`src/rtl/pc_pkg.sv`:
```
// Shared types for the LC-3 PC unit: next-PC source selector.
package pc_pkg;

  localparam int PC_SEL_W = 2;

  typedef enum logic [PC_SEL_W-1:0] {
    PC_INC = 2'd0,
    PC_EAB = 2'd1,
    PC_BUS = 2'd2,
    PC_RAS = 2'd3
  } pc_sel_e;

endpackage

```
`src/rtl/pc_ras.sv`:
```
// Circular return-address stack. When full, a push overwrites the oldest
// entry: the write pointer simply advances and the count saturates.
// The caller never asks for a push and a pop in the same cycle. A combined
// push and pop is requested as a replace of the top entry.
module pc_ras #(
  parameter int W     = 16,
  parameter int DEPTH = 4
) (
  input  logic         clk,
  input  logic         rst,
  input  logic         i_push,
  input  logic         i_pop,
  input  logic         i_replace,
  input  logic [W-1:0] i_din,
  output logic [W-1:0] o_top,
  output logic         o_empty,
  output logic         o_full
);

  localparam int PW = (DEPTH > 1) ? $clog2(DEPTH) : 1;
  localparam int CW = PW + 1;

  logic [W-1:0]  r_mem [DEPTH];
  logic [PW-1:0] r_ptr;
  logic [CW-1:0] r_count;
  logic [PW-1:0] w_ptr_inc;
  logic [PW-1:0] w_ptr_dec;

  // DEPTH is a power of two, so pointer arithmetic wraps naturally.
  assign w_ptr_inc = r_ptr + 1'b1;
  assign w_ptr_dec = r_ptr - 1'b1;

  assign o_empty = (r_count == '0);
  assign o_full  = (r_count == CW'(DEPTH));
  assign o_top   = o_empty ? '0 : r_mem[r_ptr];

  // Entry storage. No reset is needed because the count alone decides validity.
  always_ff @(posedge clk) begin
    if (i_push) begin
      r_mem[w_ptr_inc] <= i_din;
    end else if (i_replace && !o_empty) begin
      r_mem[r_ptr] <= i_din;
    end
  end

  // Top pointer and occupancy. A push on a full stack keeps the count at DEPTH.
  always_ff @(posedge clk or negedge rst) begin
    if (!rst) begin
      r_ptr   <= '0;
      r_count <= '0;
    end else if (i_push) begin
      r_ptr <= w_ptr_inc;
      if (!o_full) begin
        r_count <= r_count + 1'b1;
      end
    end else if (i_pop && !o_empty) begin
      r_ptr   <= w_ptr_dec;
      r_count <= r_count - 1'b1;
    end
  end

endmodule

```
`src/rtl/pc_ras_unit.sv`:
```
// LC-3 program-counter unit with an internal return-address stack.
// This module holds the PC register, the next-PC source mux and the sticky
// RAS error flags. The stack itself lives in pc_ras.
// The optional macro PC_HIST_EN records the PC value before each load on pc_prev.
// Without that macro, pc_prev is tied to zero.
module pc_ras_unit
  import pc_pkg::*;
#(
  parameter int             W         = 16,
  parameter logic [W-1:0]   RST_VEC   = '0,
  parameter int             INC_STEP  = 1,
  parameter int             RAS_DEPTH = 4
) (
  input  logic                clk,
  input  logic                rst,
  input  logic                ld_pc,
  input  logic [PC_SEL_W-1:0] sel_pc,
  input  logic                push,
  input  logic [W-1:0]        eab_in,
  input  logic [W-1:0]        bus_in,
  input  logic                clr_err,
  output logic [W-1:0]        pc_out,
  output logic [W-1:0]        ras_top,
  output logic                ras_empty,
  output logic                ras_full,
  output logic                ras_ovf,
  output logic                ras_unf,
  output logic [W-1:0]        pc_prev
);

  pc_sel_e      w_sel;
  logic [W-1:0] r_pc;
  logic [W-1:0] w_pc_next;
  logic [W-1:0] w_ret_addr;
  logic         w_is_ras;
  logic         w_ras_push;
  logic         w_ras_pop;
  logic         w_ras_repl;
  logic         w_set_ovf;
  logic         w_set_unf;
  logic         r_ovf;
  logic         r_unf;

  assign w_sel      = pc_sel_e'(sel_pc);
  assign w_ret_addr = r_pc + W'(INC_STEP);
  assign w_is_ras   = ld_pc && (w_sel == PC_RAS);

  // A combined push and pop on an empty stack falls back to a plain push
  // after the underflowing pop, so the stack ends up with one entry.
  assign w_ras_push = ld_pc && push && ((w_sel != PC_RAS) || ras_empty);
  assign w_ras_pop  = w_is_ras && !push && !ras_empty;
  assign w_ras_repl = w_is_ras && push && !ras_empty;
  assign w_set_ovf  = w_ras_push && ras_full;
  assign w_set_unf  = w_is_ras && ras_empty;

  pc_ras #(
    .W     (W),
    .DEPTH (RAS_DEPTH)
  ) u_ras (
    .clk       (clk),
    .rst       (rst),
    .i_push    (w_ras_push),
    .i_pop     (w_ras_pop),
    .i_replace (w_ras_repl),
    .i_din     (w_ret_addr),
    .o_top     (ras_top),
    .o_empty   (ras_empty),
    .o_full    (ras_full)
  );

  // Next-PC source select. An empty RAS redirects to the bus.
  always_comb begin
    w_pc_next = r_pc;
    case (w_sel)
      PC_INC:  w_pc_next = w_ret_addr;
      PC_EAB:  w_pc_next = eab_in;
      PC_BUS:  w_pc_next = bus_in;
      PC_RAS:  w_pc_next = ras_empty ? bus_in : ras_top;
      default: w_pc_next = r_pc;
    endcase
  end

  // PC register. It updates only on ld_pc.
  always_ff @(posedge clk or negedge rst) begin
    if (!rst) begin
      r_pc <= RST_VEC;
    end else if (ld_pc) begin
      r_pc <= w_pc_next;
    end
  end

  // Sticky overflow and underflow flags. A clear wins over a set in the same cycle.
  always_ff @(posedge clk or negedge rst) begin
    if (!rst) begin
      r_ovf <= 1'b0;
      r_unf <= 1'b0;
    end else if (clr_err) begin
      r_ovf <= 1'b0;
      r_unf <= 1'b0;
    end else begin
      r_ovf <= r_ovf | w_set_ovf;
      r_unf <= r_unf | w_set_unf;
    end
  end

  assign pc_out  = r_pc;
  assign ras_ovf = r_ovf;
  assign ras_unf = r_unf;

`ifdef PC_HIST_EN
  logic [W-1:0] r_pc_prev;

  // Remembers the PC that was replaced by the most recent load.
  always_ff @(posedge clk or negedge rst) begin
    if (!rst) begin
      r_pc_prev <= '0;
    end else if (ld_pc) begin
      r_pc_prev <= r_pc;
    end
  end

  assign pc_prev = r_pc_prev;
`else
  assign pc_prev = '0;
`endif

endmodule

```
`config.mk`:
```
export PLATFORM = sky130hd
export DESIGN_NAME = pc_ras_unit
export DESIGN_NICKNAME = d
export VERILOG_FILES = /design/src/rtl/pc_pkg.sv /design/src/rtl/pc_ras.sv /design/src/rtl/pc_ras_unit.sv
export SDC_FILE = /design/constraint.sdc
export NUM_CORES = 1
export LEC_CHECK = 0
export BUFFER_PORTS_ARGS = -buffer_cell sky130_fd_sc_hd__clkbuf_2
export CAP_MARGIN = 10
export CORE_ASPECT_RATIO = 0.8
export CORE_MARGIN = 4
export CORE_UTILIZATION = 35
export CTS_BUF_LIST = sky130_fd_sc_hd__clkbuf_4
export CTS_CLUSTER_DIAMETER = 50
export DETAILED_ROUTE_END_ITERATION = 7
export HOLD_SLACK_MARGIN = 0.12
export SYNTH_ARGS = -nofsm -noshare
export SYNTH_HDL_FRONTEND = slang
export SYNTH_HIERARCHICAL = 1
export SYNTH_SLANG_ARGS = --single-unit
```
`constraint.sdc`:
```
create_clock -name clk -period 3.31 [get_ports clk]
set_input_delay 0.331 -clock clk [delete_from_list [all_inputs] [get_ports clk]]
set_output_delay 0.331 -clock clk [all_outputs]
set_load 0.02 [all_outputs]
```
-- After elaboration in Yosys (flattened, before gate mapping)
Memories as Yosys holds them, arrays and structs flattened.
Cells that the tools add are included.
- input port bits: 39
- output and inout port bits: 52
- bits in registers: 23
- RAM bits: 64
- memories: 1
- memories (memory ; words ; bits a word ; rd ports ; clocked after memory_dff ; wr ports ; line ; source):
    u_ras.r_mem ; 4 ; 16 ; 1 ; 0 ; 1 ; pc_ras.sv:23 ; logic [W-1:0] r_mem [DEPTH];
- reductions and logical operators: 19
- bitwise operators: 2
- muxes and demuxes: 18
- add/subtract/negate cells: 5
- equality and inequality tests: 6
- operator list (cell ; number):
    one-hot mux 16 bit (4 select lines) ; 1
    2-to-1 mux 16 bit ; 3
    adder 16 x 1 -> 16 bit, second input constant ; 1
    OR reduction 16 bit ; 1
    logical AND 1 bit ; 11
    2-to-1 mux 3 bit ; 3
    2-to-1 mux 1 bit ; 8
    2-to-1 mux 2 bit ; 3
    equality test 2 bit, second input constant ; 2
    inequality test 2 bit, second input constant ; 2
    adder 3 x 1 -> 3 bit, second input constant ; 1
    equality test 3 bit, second input constant ; 1
    zero test 3 bit ; 1
    subtractor 3 x 1 -> 3 bit, second input constant ; 1
    adder 2 x 1 -> 2 bit, second input constant ; 1
    equality test 2 x 1 -> 1 bit, second input constant ; 1
    zero test 1 bit ; 2
    zero test 2 bit ; 1
    bitwise OR 1 bit ; 2
    AND reduction 2 bit ; 1
    nonzero test 2 bit ; 1
    subtractor 2 x 1 -> 2 bit, second input constant ; 1
    logical OR 1 bit ; 1

-- Logic depth before layout (Yosys ltp)
Gate-level depths: netlist of the first run.
- depth in word-level cells: 10
- gate-level depth with buffers: 11
- gate-level depth less buffers: 9

-- Cells and area by module
Netlist of the first run, hierarchy kept.
- modules (own cells, without submodules) (module ; area each (sq um) ; sequential area each (sq um) ; times used ; cells an instance):
    pc_ras ; 2817.7 ; 2047.0 ; 1 ; 142
    pc_ras_unit ; 1752.9 ; 450.4 ; 1 ; 209

-- Worst setup path before layout of the first run
No wires, ideal clock.
- path kind: reg-to-reg
- start: register u_ras.r_count[0]
- end: memory u_ras.r_mem[0][0], enable pin
- clock period less this slack: 3.724 ns
- setup time: 0.436 ns
- path buffers: 2
- arrival: 3.289 ns
- path slack: -0.414 ns
- stages on the path, launching flop included: 10
- cells stage by stage: dfrtp_1 -> or3_1 -> buf_4 -> inv_2 -> nand3b_1 -> nor2b_1 -> clkbuf_1 -> inv_1 -> nand2_1 -> o41ai_1
- elaborated cells on any way between the ends: 14
- classes of those cells: 7 x mux; 7 x reduce/logical
- RTL lines (what ; line ; source):
    start: declaration ; pc_ras.sv:25 ; logic [CW-1:0] r_count;
    start signal: assignment ; pc_ras.sv:54 ; r_count <= r_count + 1'b1;
    start signal: assignment ; pc_ras.sv:58 ; r_count <= r_count - 1'b1;
    zero test 3 bit (*) ; pc_ras.sv:33 ; assign o_empty = (r_count == '0);
    via ras_empty ; pc_ras_unit.sv:24 ; output logic ras_empty,
    logical OR 1 bit (*) ; pc_ras_unit.sv:50 ; assign w_ras_push = ld_pc && push && ((w_sel != PC_RAS) || ras_empty);
    logical AND 1 bit (*) ; pc_ras_unit.sv:50 ;
    via w_ras_push ; pc_ras_unit.sv:36 ; logic w_ras_push;
    2-to-1 mux 1 bit ; pc_ras.sv:39 ; if (i_push) begin
    2-to-1 mux 1 bit (implied by the code) ; pc_ras.sv:42 ; r_mem[r_ptr] <= i_din;
    OR reduction 16 bit (no source line) ; n/a ;
    2-to-1 mux 2 bit (no source line) / 2-to-1 mux 1 bit (equally long branches) ; n/a ;
    end: declaration ; pc_ras.sv:23 ;
The timed path passes the listed nets; every way through them passes the cells marked *.

-- Final worst setup path of the first run
- start: register u_ras.r_ptr[0]
- end: output port ras_top[8]
- cells in the longest elaborated chain, start to end: 2
- ends and longest elaborated chain (what ; line ; source):
    start: declaration ; pc_ras.sv:24 ; logic [PW-1:0] r_ptr;
    start signal: assignment ; pc_ras.sv:52 ; r_ptr <= w_ptr_inc;
    start signal: assignment ; pc_ras.sv:57 ; r_ptr <= w_ptr_dec;
    memory (4 x 16 bit) ; n/a ;
    2-to-1 mux 16 bit ; pc_ras.sv:35 ; assign o_top = o_empty ? '0 : r_mem[r_ptr];
    end: declaration ; pc_ras_unit.sv:23 ; output logic [W-1:0] ras_top,
Every way passes these cells.

==> results of run 1 <==
logic make-up (layout without fill, tap and decap cells):
group                      count (synthesis)  count (layout)  share of synthesized area
and+or+nand+nor                           97              97                      0.127
DFF                                       87              87                      0.546
AOI/OAI and AO/OA                         81              81                      0.135
buffers and inverters                     49             112                     0.0668
xor gates and xnor gates                  17              17                     0.0326
muxes                                     17              17                     0.0843
adders and majority gates                  2               2                    0.00712
other                                      1              17                   0.000820
Yosys cell counts (6+ instances only):
cell	instances	share of area
o21ai_0	9	0.0099
nand3_1	6	0.0066
clkbuf_1	8	0.0066
xnor2_1	12	0.023
nand2_1	22	0.018
edfxtp_1	64	0.42
nor3_1	6	0.0066
inv_1	8	0.0066
dfrtp_1	23	0.13
a21oi_1	19	0.021
nor2_1	13	0.011
o31ai_1	6	0.0099
buf_4	17	0.028
o32a_1	7	0.015
buf_2	8	0.0088
o221ai_1	7	0.013
and2_1	18	0.025
mux4_2	12	0.059
cells in the final DEF, fill, tap and decap left out, types with 5 or more instances in the layout:
master and n:
nor2_1 13, o221ai_1 7, a21oi_1 19, nand2_1 22, o21ai_0 9, buf_4 11
xor2_1 5, o32a_1 7, o31ai_1 6, clkbuf_4 9, inv_1 8, mux4_2 12
conb_1 16, nand2b_1 5, nor3_1 6, dfrtp_1 23, xnor2_1 12, edfxtp_1 64
clkbuf_2 74, and2_1 18, o22ai_1 5, nand3_1 6
metrics by stage:
step                area, sq um  total power [uW]
detailed placement         5070              3570
floorplan                  4640              2980
CTS                        5220              4160
global route               5220              4370
finish                     5230              4120
global placement           5070              3550
metal layers:
layer  GRT usage  part of all wire
met1       0.223              0.47
met2       0.243              0.46
met3      0.0386             0.065
met4      0.0353             0.013
met5           0                 0
power groups by stage:
| stage | clock [uW] | combinational [uW] | sequential (uW) |
|---|---|---|---|
| final | 584 | 1820 | 1720 |
| after global routing | 652 | 1970 | 1750 |
| after detailed placement | 0 | 1830 | 1740 |
| after CTS | 601 | 1840 | 1720 |
| after global placement | 0 | 1820 | 1730 |
| after floorplan | 0 | 1300 | 1690 |
area by class of cell:
type                       instances  area share
timing repair buffer              88      0.0943
antenna                            1    0.000479
clock inverter                     6      0.0120
sequential                        87       0.478
inverter                           9     0.00646
clock buffer                       9      0.0129
multi-input combinational        230       0.354
tap                              175      0.0419
path summary, 6_finish.rpt:
check                                         end  depth (start not counted)
worst max register to register  u_ras/r_mem[3][5]                          8
max in group asynchronous               pc_out[8]                          2
min in group asynchronous          u_ras/r_ptr[1]                          2
worst min register to register            ras_ovf                          2
worst min-delay path                    pc_out[4]                          3
worst max-delay path                   ras_top[8]                          4
worst max-delay path, delay by kind of cell (launching register included):
kind                   cells  cell delay (ns)
DFF                        1             0.70
muxes                      1             0.53
and+or+nand+nor            1             0.24
buffers and inverters      2             0.57
registers in the layout (all words and copies together) (netlist names):
register	count
pc_out	16
ras_ovf	1
u_ras/r_mem	64
u_ras/r_count	3
u_ras/r_ptr	2
ras_unf	1
==> reports/qor.yml, run 1 <==
sta:
  holdWs_ns: 0.192
  setup_violations: 0
  min_period_over_period: 0.851
  final-hold-violation-count: 0
  finalWorstSetupSlack_ns: 0.492
  rsz0062_at_grt: "no"
  clock.fmax_mhz: 355
  worst_slew_pin_slew_ns: 1.06
  drv_slew: 0
  fin_tns_setup_ns: 0
  relSlewSlack: 0.295
  final.min_clock_period_ns: 2.82
  fin_skew_ns: 0.0170
critical_path:
  rrSetupSlack_ns: 0.60
  path_max_fanout: 14
  crit_chain: "buf_4 > mux4_2 > and2_1 > clkbuf_2"
  crit_type: "register to output port"
  cp_slowest_cell: "dfrtp_1"
  r2r_start: "u_ras/r_count[0]"
  setup.worst_path.start_class: "register"
  crit_path_end_kind: "output port"
  slowest_delay_ns: 0.70
  arrival_ns: 2.49
  cp-startpoint: "u_ras/r_ptr[0]"
  crit_required_ns: 2.98
logic_synthesis:
  syn_inst: 351
  ys_ff_latch: 87
  seq_area_frac_synth: 0.546
  synth_area_sq_um: 4570
  synth_edf_count: 64
  synth_flop_cell: "edfxtp_1"
  synth_area_per_cell_sq_um: 13.0
  synth_cell_type_count: 62
  ys_warn_count: 6
  synthArstFlopShare: 0.264
power:
  p_leak_uw: 0.00195
  intPower_uw: 2390
  p_sw_frac: 0.421
  pwr-share-clk: 0.142
  p_comb_frac: 0.442
  ir_drop_mv: 0.487
  p_switching_uw: 1740
  power_density_nw_per_um2: 789
  seqPwrFrac: 0.416
cells_and_area:
  final_nets: 466
  syn2layout_area_growth_pct: 14.3
  stdcell_count: 605
  regArea_sq_um: 2500
  drive_gt1_frac: 0.312
  postLayoutCoreUtil: 0.408
  multiInputGateArea_sq_um: 1850
  fill_cells: 1239
global_routing:
  grt_pass1_wl_um: 17700
  grt_remaining_overflow: 0
  antenna_found_initial: 0
  grt_max_degree: 36
  grt_pass1_vias: 3168
  grt_util_all_layers: 0.156
worst_hold_path:
  worstHoldStart: "bus_in[4]"
  worstHoldPathType: "input port to register"
route:
  ant_nets: 0
  vias: 3266
  drc: 0
  finalWirelength_um: 11600
  dr.pass1.iters: 5
  drt_iter0_drc: 304
  avgViaCountPerCell: 5.40
  wire_per_inst_um: 19.2
floorplanning:
  die-area_sq_um: 15000
  dieWidth_um: 136
  coreArea_sq_um: 12800
  io_pins: 91
  start_util: 0.356
  num_rows: 37
  die_h_um: 110
clocking:
  clk_pin_slew_worst_paths_ns: 0.13
  cts_buffers: 9
  clockBufferDepth: 2
  post_cts.resized_instances: 0
  numClockSinks: 87
  htreeDepth: 3
  cts_hold_buf: 2
  root_buffer: "clkbuf_4"
  cts_tree: "yes"
  cts_setup_buffers: 0
  worstSkewPairLatency_ns: 0.44
placement:
  portBuffers: 74
  placed_cells: 587
  dpl.hpwl_um: 8380
  gp_congestion: 0.869
  preCtsSetupSlack_ns: 0.610
job:
  drv_cap: 0
status:
  status: "completed"
No activity file was read; power rests on OpenSTA's default activity.
==> inputs of run 2 (changes only) <==
Settings changed: BUFFER_PORTS_ARGS -buffer_cell sky130_fd_sc_hd__clkbuf_2 to default, DONT_BUFFER_PORTS from default to 1.
==> run 2 against run 1 <==
Net effect: sequential share of layout area up 2.4 points; count of clock-buffer cells in the layout up 2; clock power down 16%; critical path type is now register to register; largest power group is now registers.
==> reports/qor.yml, run 2 (synthesis gave the netlist of run 1 again) <==
global_routing:
  grt_pass1_vias: 2938
  grt_util_all_layers: 0.160
  grt_pass1_wl_um: 17800
  grt_max_degree: 26
  grt_remaining_overflow: 0
  antenna_found_initial: 0
route:
  vias: 3098
  drc: 0
  wire_per_inst_um: 22.0
  avgViaCountPerCell: 5.71
  drt_iter0_drc: 274
  finalWirelength_um: 12000
  ant_nets: 0
  dr.pass1.iters: 5
sta:
  holdWs_ns: 0.146
  drv_slew: 0
  final-hold-violation-count: 0
  fin_skew_ns: 0.0229
  final.min_clock_period_ns: 2.97
  setup_violations: 0
  clock.fmax_mhz: 336
  rsz0062_at_grt: "no"
  fin_tns_setup_ns: 0
  worst_slew_pin_slew_ns: 1.05
  min_period_over_period: 0.898
  relSlewSlack: 0.301
cells_and_area:
  syn2layout_area_growth_pct: 8.92
  stdcell_area_sq_um: 4980
  diodes: 0
  drive_gt1_frac: 0.160
  final_common_cell: "edfxtp_1"
  final_nets: 406
  mostFrequentLayoutCells: "64 x edfxtp_1, 23 x dfrtp_1, 22 x nand2_1, 19 x a21oi_1, 18 x and2_1"
  largest_register_ffs: 64
  max_flop_register: "u_ras/r_mem"
clocking:
  numClockSinks: 87
  cts_setup_buffers: 0
  htreeDepth: 3
  root_buffer: "clkbuf_4"
  clk_pin_slew_worst_paths_ns: 0.13
  worstSkewPairLatency_ns: 0.43
  post_cts.resized_instances: 0
  cts_buffers: 9
  clockBufferDepth: 2
  cts_tree: "yes"
  cts_hold_buf: 12
critical_path:
  arrival_ns: 3.28
  path_max_fanout: 17
  setup.worst_path.start_class: "register"
  cp-startpoint: "u_ras/r_count[1]"
  crit_required_ns: 3.62
  r2r_start: "u_ras/r_count[1]"
  crit_type: "register to register"
  rrSetupSlack_ns: 0.34
  crit_path_end_kind: "register"
power:
  ir_drop_mv: 0.284
  p_comb_frac: 0.408
  pwr-share-clk: 0.127
  p_sw_frac: 0.431
  intPower_uw: 2210
  p_switching_uw: 1670
  seqPwrFrac: 0.465
  power_density_nw_per_um2: 780
  p_leak_uw: 0.00169
placement:
  dpl_cell_area_sq_um: 4720
  portBuffers: 0
  gp_congestion: 0.827
  dpl.hpwl_um: 8530
floorplanning:
  coreArea_sq_um: 12800
  io_pins: 91
  dieWidth_um: 136
  start_util: 0.356
  num_rows: 37
  die-area_sq_um: 15000
  die_h_um: 110
worst_hold_path:
  worstHoldPathType: "input port to register"
  worstHoldStart: "ld_pc"
job:
  drv_cap: 0
status:
  status: "completed"
[run 2: worst max-delay path: stages, from the launching register on]
cell,delay [ns]
dfrtp_1,0.46
or3_1,0.42
inv_2,0.07
buf_4,0.29
nand2b_1,0.20
nand2_1,0.37
o2bb2ai_1,0.34
a21oi_1,0.10
dlygate4sd3_1,0.60
[run 2: through the flow]
stage	util	power, uW	worst slack, ns	std cells
2_1_floorplan	-	2980	0.0198	366
3_3_place_gp	0.368	3350	0.680	514
3_5_place_dp	0.368	3380	0.608	514
4_1_cts	0.386	3900	0.552	540
5_1_grt	0.388	4120	0.189	543
6_report	0.388	3880	0.338	543
[run 2: worst paths after layout]
| check | endpoint | cells past startpoint |
|---|---|---|
| hold / removal | pc_out[1] | 3 |
| max in group asynchronous | pc_out[8] | 2 |
| setup reg to reg | pc_out[8] | 8 |
| setup / recovery | pc_out[8] | 8 |
| min in group asynchronous | pc_out[11] | 2 |
| hold reg to reg | u_ras/r_count[2] | 1 |
[run 2: cell type report]
cell class	instances	area (sq um)
Clock buffer	11	82.6
Clock inverter	3	12.5
Fill cell	1260	7850
Inverter	9	33.8
Multi-Input combinational cell	230	1850
Sequential cell	87	2500
Tap cell	175	219
Timing Repair Buffer	28	283
[run 2: routing by layer]
layer	vias to the layer above	share of wire	track usage
met1	1598	0.45	0.235
li1	1348	-	-
met3	8	0.093	0.0594
met5	-	0	0
met4	0	0.0073	0.0194
met2	144	0.45	0.235
[run 2: power groups by stage]
stage	registers (uW)	logic [uW]	clock network, uW
4_1_cts	1810	1590	510
5_1_grt	1830	1720	564
3_3_place_gp	1820	1520	0
3_5_place_dp	1830	1550	0
6_report	1810	1590	492
2_1_floorplan	1690	1300	0
==> inputs of run 3 (changes only) <==
Settings changed: CELL_PAD_IN_SITES_DETAIL_PLACEMENT from default to 1, CELL_PAD_IN_SITES_GLOBAL_PLACEMENT from default to 1, CORE_MARGIN 4 to 3, PLACE_DENSITY_LB_ADDON from default to 0.1.
==> run 3 against run 2 <==
Net effect: worst setup slack worse by 0.038 ns; cell count is 0.37% higher; die area is 3.3% lower; clock power is 37% higher; via count is 2.6% lower; count of clock-buffer cells in the layout is 2 lower; sequential power is 4% lower; largest cell class unchanged; clock skew is 0.0045 ns higher; final area is 1.8% higher.
==> reports/qor.yml, run 3 (synthesis gave the netlist of run 1 again) <==
clocking:
  clk_pin_slew_worst_paths_ns: 0.18
  cts_tree: "yes"
  htreeDepth: 3
  worstSkewPairLatency_ns: 0.46
  clockBufferDepth: 2
  numClockSinks: 87
  root_buffer: "clkbuf_4"
  cts_buffers: 9
  cts_setup_buffers: 0
critical_path:
  reg2reg_to: "pc_out[11]"
  setup.worst_path.start_class: "register"
  crit_type: "register to register"
  arrival_ns: 3.33
  r2r_start: "u_ras/r_count[1]"
  endpoint: "pc_out[11]"
  path_max_fanout: 17
  crit_required_ns: 3.63
  crit_path_end_kind: "register"
  reg2reg_depth: 8
  cp-startpoint: "u_ras/r_count[1]"
  rrSetupSlack_ns: 0.30
floorplanning:
  io_pins: 91
  coreArea_sq_um: 12500
  die-area_sq_um: 14500
  num_rows: 36
  start_util: 0.366
  die_h_um: 108
  dieWidth_um: 134
global_routing:
  grt_util_all_layers: 0.186
  grt_pass1_vias: 3235
  grt_remaining_overflow: 0
  antenna_found_initial: 0
  grt_max_degree: 28
  grt_pass1_wl_um: 19900
sta:
  worst_slew_pin_slew_ns: 1.05
  min_period_over_period: 0.909
  rsz0062_at_grt: "no"
  clock.fmax_mhz: 332
  fin_skew_ns: 0.0274
  relSlewSlack: 0.296
  fin_tns_setup_ns: 0
  final-hold-violation-count: 0
  setup_violations: 0
  drv_slew: 0
  final.min_clock_period_ns: 3.01
route:
  ant_nets: 0
  wire_per_inst_um: 24.1
  finalWirelength_um: 13100
  avgViaCountPerCell: 5.53
  dr.pass1.iters: 4
  vias: 3016
  drt_iter0_drc: 240
  drc: 0
cells_and_area:
  max_flop_register: "u_ras/r_mem"
  postLayoutCoreUtil: 0.406
  final_nets: 410
  final_common_cell: "edfxtp_1"
  fill_cells: 1343
  diodes: 0
  largest_register_ffs: 64
  drive_gt1_frac: 0.171
  mostFrequentLayoutCells: "64 x edfxtp_1, 23 x dfrtp_1, 22 x nand2_1, 19 x a21oi_1, 18 x and2_1"
  syn2layout_area_growth_pct: 10.9
power:
  power_density_nw_per_um2: 808
  ir_drop_mv: 0.329
  p_leak_uw: 0.00174
job:
  drv_cap: 0
placement:
  dpl.hpwl_um: 9190
  gp_congestion: 0.753
  portBuffers: 0
status:
  status: "completed"
worst_hold_path:
  worstHoldPathType: "input port to register"
## run 3: where the power goes
group / internal [uW] / switching, uW
registers: 1450 / 279
clock network: 253 / 422
logic: 609 / 1080
## run 3: how the worst min path moves through the flow
| stage | slack, ns | start | end | depth (start not counted) |
|---|---|---|---|---|
| 2_1_floorplan | 0.04 | rst | pc_out[0] | 0 |
| 3_5_place_dp | 0.04 | rst | u_ras/r_ptr[0] | 0 |
| 5_1_grt | 0.14 | eab_in[10] | pc_out[10] | 3 |
| 6_report | 0.16 | ld_pc | pc_out[6] | 3 |
| 4_1_cts | 0.13 | bus_in[14] | pc_out[14] | 2 |
| 3_3_place_gp | 0.04 | rst | u_ras/r_ptr[0] | 0 |
## run 3: through the flow
stage / hold slack (ns) / cell area (sq um) / std cells / setup slack (ns) / power (uW)
after detailed placement: 0.0362 / 4710 / 511 / 0.758 / 3420
final: 0.163 / 5070 / 545 / 0.300 / 4090
after global routing: 0.142 / 5070 / 545 / 0.0783 / 4340
after floorplan: 0.0354 / 4640 / 366 / 0.0198 / 2980
after global placement: 0.0361 / 4710 / 511 / 0.795 / 3400
after CTS: 0.126 / 5070 / 545 / 0.350 / 4150
## run 3: worst max-delay path: stages (launching register included)
cell and delay (ns):
dfrtp_1 0.46, or3_1 0.43, inv_2 0.07, buf_4 0.29, nand2b_1 0.20, nand2_1 0.41
o221ai_1 0.37, dlygate4sd3_1 0.59, a21oi_1 0.07
## run 3: area by class of cell
| class | count | area [sq um] | share of cell area |
|---|---|---|---|
| flip-flops and latches | 87 | 2500 | 0.493 |
| clock buffers | 9 | 67.6 | 0.0133 |
| clock inverters | 7 | 96.3 | 0.0190 |
| inverters | 9 | 33.8 | 0.00667 |
| multi-input cells | 230 | 1850 | 0.365 |
| repair buffers | 32 | 308 | 0.0607 |
| well taps | 171 | 214 | 0.0422 |
## run 3: metal layers
metal | vias to the layer above | global-route usage | part of all wire
li1 | 1365 | - | -
met1 | 1541 | 0.250 | 0.45
met2 | 100 | 0.292 | 0.47
met3 | 10 | 0.0581 | 0.070
met4 | 0 | 0.0558 | 0.016
met5 | - | 0 | 0
## run 3: what timing repair did
action | 4_1_cts | 5_1_grt
hold endpoints to repair | 40 | 0
resized for setup | 0 | 0
hold buffers | 18 | 0
